`src/rtl/counter_pkg.sv`:
```
// Shared types and constants for the modulo-N counter family.
package counter_pkg;

    typedef enum logic {
        ST_RUN = 1'b0,
        ST_SAT = 1'b1
    } counter_state_t;

    localparam logic DIR_UP   = 1'b1;
    localparam logic DIR_DOWN = 1'b0;

endpackage

```
`src/rtl/counter_next.sv`:
```
// Combinational step logic: the value one count away from y in the
// requested direction, wrapping inside 0..MODULUS-1.
module counter_next
    import counter_pkg::*;
#(
    parameter int WIDTH   = 2,
    parameter int MODULUS = 4
) (
    input  logic [WIDTH-1:0] y,
    input  logic             up,
    output logic [WIDTH-1:0] y_next,
    output logic             at_terminal,
    output logic             wrap_event
);

    localparam logic [WIDTH-1:0] MAX_VAL = WIDTH'(MODULUS - 1);

    always_comb begin
        at_terminal = 1'b0;
        y_next      = y;
        case (up)
            DIR_UP: begin
                at_terminal = (y == MAX_VAL);
                y_next      = at_terminal ? '0 : y + WIDTH'(1);
            end
            DIR_DOWN: begin
                at_terminal = (y == '0);
                y_next      = at_terminal ? MAX_VAL : y - WIDTH'(1);
            end
        endcase
        wrap_event = at_terminal;
    end

endmodule

```
`src/rtl/counter_mod_n.sv`:
```
// Parametrised modulo-N up/down counter with clear, load, terminal count,
// wrap pulse and an optional saturating mode.
module counter_mod_n
    import counter_pkg::*;
#(
    parameter int WIDTH    = 2,
    parameter int MODULUS  = 4,
    parameter int SATURATE = 0
) (
    input  logic             clk,
    input  logic             reset,
    input  logic             en,
    input  logic             up,
    input  logic             clear,
    input  logic             load,
    input  logic [WIDTH-1:0] load_val,
    output logic [WIDTH-1:0] y,
    output logic             tc,
    output logic             wrapped,
    output logic             sat
);

    localparam logic [WIDTH-1:0] MAX_VAL = WIDTH'(MODULUS - 1);
    localparam bit               SAT_EN  = (SATURATE != 0);

    if (MODULUS < 2 || MODULUS > (2 ** WIDTH)) begin : g_bad_modulus
        $error("counter_mod_n: MODULUS %0d is illegal for WIDTH %0d", MODULUS, WIDTH);
    end

    counter_state_t   state, state_d;
    logic [WIDTH-1:0] y_d;
    logic [WIDTH-1:0] y_step;
    logic [WIDTH-1:0] load_clamped;
    logic             wrapped_d;
    logic             at_terminal;
    logic             wrap_event;

    counter_next #(
        .WIDTH   (WIDTH),
        .MODULUS (MODULUS)
    ) u_next (
        .y           (y),
        .up          (up),
        .y_next      (y_step),
        .at_terminal (at_terminal),
        .wrap_event  (wrap_event)
    );

    assign load_clamped = (load_val > MAX_VAL) ? MAX_VAL : load_val;
    assign tc           = en && at_terminal;
    assign sat          = (state == ST_SAT);

    always_ff @(posedge clk or negedge reset) begin
        if (!reset) begin
            y       <= '0;
            state   <= ST_RUN;
            wrapped <= 1'b0;
        end else begin
            y       <= y_d;
            state   <= state_d;
            wrapped <= wrapped_d;
        end
    end

    // In ST_SAT a non-terminal y means the direction has reversed, so stepping leaves saturation.
    always_comb begin
        y_d       = y;
        state_d   = state;
        wrapped_d = 1'b0;
        if (clear) begin
            y_d     = '0;
            state_d = ST_RUN;
        end else if (load) begin
            y_d     = load_clamped;
            state_d = ST_RUN;
        end else if (en) begin
            case (state)
                ST_RUN: begin
                    if (at_terminal && SAT_EN) begin
                        state_d = ST_SAT;
                    end else begin
                        y_d       = y_step;
                        wrapped_d = wrap_event;
                    end
                end
                ST_SAT: begin
                    if (!at_terminal) begin
                        y_d     = y_step;
                        state_d = ST_RUN;
                    end
                end
                default: state_d = ST_RUN;
            endcase
        end
    end

endmodule

```
`config.mk`:
```
export PLATFORM = sky130hd
export DESIGN_NAME = counter_mod_n
export DESIGN_NICKNAME = d
export VERILOG_FILES = /design/src/rtl/counter_pkg.sv /design/src/rtl/counter_next.sv /design/src/rtl/counter_mod_n.sv
export SDC_FILE = /design/constraint.sdc
export NUM_CORES = 1
export LEC_CHECK = 0
export BUFFER_PORTS_ARGS = -buffer_cell sky130_fd_sc_hd__buf_2
export CAP_MARGIN = 30
export CORE_AREA = 2 2 39 41
export CTS_BUF_LIST = sky130_fd_sc_hd__clkbuf_8
export CTS_CLUSTER_SIZE = 16
export DETAILED_ROUTE_END_ITERATION = 16
export DIE_AREA = 0 0 41 43
export GPL_TIMING_DRIVEN = 0
export SLEW_MARGIN = 25
export SYNTH_ARGS = -nofsm -noshare
export SYNTH_HDL_FRONTEND = slang
export SYNTH_SLANG_ARGS = --single-unit
```
`constraint.sdc`:
```
create_clock -name clk -period 1.5 [get_ports clk]
set_input_delay 0.075 -clock clk [delete_from_list [all_inputs] [get_ports clk]]
set_output_delay 0.075 -clock clk [all_outputs]
set_load 0.02 [all_outputs]
```
==> impl_summary.md <==
Run status
The run finished with clean final reports.

Timing
The worst slew margin relative to its limit is between 70% and 80%. The part of the cycle the worst path needs is 99.47%. The final hold slack is 0.07897 ns. The final sum of negative setup slack is 0 ns. The worst clock skew is ~0.0046 ns. The max-slew violation count was 0. The number of hold violations in the final report came to 0. At the pin with the least slew margin, the transition time is 0.4102 ns.

The count of final setup violators is 0. Static timing analysis puts the maximum clock frequency at between 600 and 700 MHz. The shortest clock period the worst path allows after layout is 1.492 ns. Setup repair after global routing could not meet its margin everywhere.

Clock tree
The clock-pin slew on the worst setup and hold paths is ~0.040 ns. The number of buffers added by the clock tree synthesis step is 3. The clock reaches the later pin of the worst-skew pair after 0.22 ns. CTS built an H-tree with a depth of 1. The CTS tree is done. The number of sinks driven by the clock tree is 4. The clock tree buffer depth is 2. The root cell of the clock tree is sky130_fd_sc_hd__clkbuf_8.

Critical path
The signal arrival time at the worst endpoint is between 1 and 1.5 ns. The worst register-to-register path ends at y[1]. The startpoint identified for the worst register-to-register timing path is y[0]. The stage delay of the slowest cell on the critical path is 0.42 ns. The required time at the worst-slack endpoint is around 1.4 ns.

The slowest stage cell on the critical path is sky130_fd_sc_hd__dfrtp_2. The largest delay contributor family on the critical path is flip-flops. The worst setup path is launched from a flop. Walking the worst path, the cells encountered are ha_2 -> mux2_4 -> and2_4 -> buf_6. The slack of the worst reg-to-reg path is 0.13 ns. The element type at the critical path end is an output port. The total buffers and inverters traversed by the critical path is 1. Along the worst path, the maximum fanout reaches 4. The critical path class is flop to output port.

The length in cells of the worst reg-to-reg path is 4.

Global routing
The first global-routing pass estimated roughly 1.1 mm of wire. After global routing the overflow that remains totals 0. The most utilized layer in the global route result is met2. For met2 alone, demand over resource in global routing was between 10% and 20%.

Entering global routing, the biggest net connects 6 pins. The global routing usage on met3 is 0%. The via count of the first global-routing pass is 296.

The initial antenna violation count is 0. For this run, global-route usage on met1 was measured as between 10% and 20%. The aggregate global-route resource usage is 9.829%.

Power and ir drop
In this run the static leakage power is ~0.22 nW. The power density of the placed cells is around 1100 nW/um^2. VDD sags by at most between 0.2 and 0.3 mV. Summing internal, switching and leakage power gives just under 0.5 mW.

Detailed routing
Dividing the detail-routed wire length by the instance count gives 11.27 um. In this run, the number of DRC markers left after iteration 0 of detailed routing was 0. After detailed routing, the number of vias per cell comes to 4.484. The final layout contains routed wiring with a total length of around 700 um. The number of nets still failing antenna checks after routing is 0. After detailed routing, the number of remaining DRC violations is 0. The vias after detailed routing is between 200 and 300. The first-pass detailed-route iteration total is 1.

Die
The placement row count is 14. The core region is 1384 sq um. The height of the die is ~43 um. The starting density of the core is between 20% and 30%. The die covers roughly 1800 sq um.

In this run the horizontal extent of the chip is 41 um. The number of placed I/O pins is 13.

Finish
The number of standard cells in the layout, taps in and fillers out is a little over 60. The share of final-layout standard cells stronger than drive strength 1 is 56.52%. Relative to the synthesized area, the layout overhead comes to 55.32%. Summing all multi-input logic gate instances after layout gives roughly 190 sq um. Fill cells in the final layout number 150.

At the end of the flow, the number of nets in the layout was between 50 and 60. Across the whole layout, storage elements account for between 100 and 150 sq um. The number of antenna diodes in the final layout is 0.

Synth
Yosys mapped a number of flops with a built-in enable equal to 0. Yosys instantiated no cell more often than sky130_fd_sc_hd__dfrtp_1. After synthesis, the cell types taking the most area are sky130_fd_sc_hd__dfrtp_1 (34%), sky130_fd_sc_hd__ha_1 (8.5%), sky130_fd_sc_hd__a31oi_4 (7.2%). In the synthesized netlist, the number of instances is 27. The top-area cell type share of the netlist area is about a third. The synthesized netlist occupies a cell area of approximately 290 sq um. The largest area contributor in the netlist is sky130_fd_sc_hd__dfrtp_1.

The synthesized netlist net count is 37. After synthesis the netlist holds a flip-flop and latch count of 4. Among all flip-flop cells after synthesis, the most frequent one is sky130_fd_sc_hd__dfrtp_1.

The count of synthesis-stage warnings from yosys is 0. Dividing the synthesized area by the synthesized cell count gives about 11 sq um. By count the netlist is led by sky130_fd_sc_hd__dfrtp_1 (4), sky130_fd_sc_hd__inv_1 (3), sky130_fd_sc_hd__ha_1 (2). After synthesis, the share of flip-flops with an asynchronous set or reset is 100.0%. The sequential cell area fraction in the yosys report is between 30% and 40%.

After synthesis, the netlist uses 21 different library cells.

Run
The count of max-cap constraint violations is 0.

Placement
Buffers placed on the I/O ports in this run total 12. In this run, placement finished with an instance count of between 50 and 60. Routability-driven placement finished with a final weighted congestion of 0.7963.

Hold path
The worst hold path begins at en. The count of cells along the worst hold path is 2. The worst hold path belongs to the class input pin to flop. The endpoint of the worst hold-timing path is sat.
what timing repair did:
action,in CTS,in global routing
pin swaps,0,0
hold endpoints to repair,4,0
buffers inserted,2,0
setup endpoints to repair,1,1
hold buffers,1,0
gates resized for setup,4,2
cells by family (layout without fill, tap and decap cells):
kind of cell | Yosys count | count (layout) | synth area share, %
xor gates and xnor gates | 1 | 1 | 2.979
and+or+nand+nor | 9 | 9 | 20.00
DFF | 4 | 4 | 34.04
buffers and inverters | 3 | 22 | 3.830
AOI/OAI and AO/OA | 6 | 6 | 22.13
muxes | 2 | 2 | 8.509
adders and majority gates | 2 | 2 | 8.509
how the worst max path moves through the flow:
stage | startpoint | end | slack (ns) | cells after the start
2_1_floorplan | y[1] | wrapped | 0.03 | 5
3_3_place_gp | y[0] | y[1] | 0.06 | 5
3_5_place_dp | y[0] | y[1] | 0.07 | 5
4_1_cts | y[0] | tc | 0.003 | 5
5_1_grt | y[0] | tc | -0.03 | 4
6_report | y[0] | tc | 0.008 | 4
flip-flops by register name (all words and copies together), names as in the netlist:
register / flops
sat: 1
y: 2
wrapped: 1
per-stage QoR:
step	instance area, sq um	worst slack, ns	util [%]
finish	456.7	0.008002	33.00
global route	456.7	-0.03295	33.00
CTS	456.7	0.002947	33.00
detailed placement	375.4	0.06897	27.12
global placement	375.4	0.06147	27.12
floorplan	295.3	0.03384	-
per-layer routing:
| metal | part of all wire, % | wire, um |
|---|---|---|
| met5 | 0 | 0 |
| met4 | 0 | 0 |
| met3 | 6.7 | 47 |
| met2 | 51 | 353 |
| met1 | 43 | 298 |
cell usage in the layout (no fill, tap or decap), types with 2 or more instances in the layout:
cell	n
sky130_fd_sc_hd__dfrtp_1	3
sky130_fd_sc_hd__clkbuf_8	3
sky130_fd_sc_hd__inv_2	2
sky130_fd_sc_hd__inv_1	2
sky130_fd_sc_hd__buf_4	2
sky130_fd_sc_hd__buf_2	11
sky130_fd_sc_hd__ha_2	2
report_power, final:
group,internal [mW],switching (mW),leakage (nW)
registers,0.117,0.00782,0.0521
logic,0.0661,0.0625,0.140
clock network,0.175,0.0594,0.0269
total,0.358,0.130,0.219
cell type report:
| class | instances | share of cell area, % |
|---|---|---|
| multi-input combinational | 20 | 41.10 |
| clock buffer | 3 | 9.041 |
| tap | 16 | 4.384 |
| clock inverter | 1 | 0.8219 |
| timing repair buffer | 15 | 20.00 |
| inverter | 3 | 2.466 |
| sequential | 4 | 22.19 |
No activity file was read; power rests on OpenSTA's default activity.
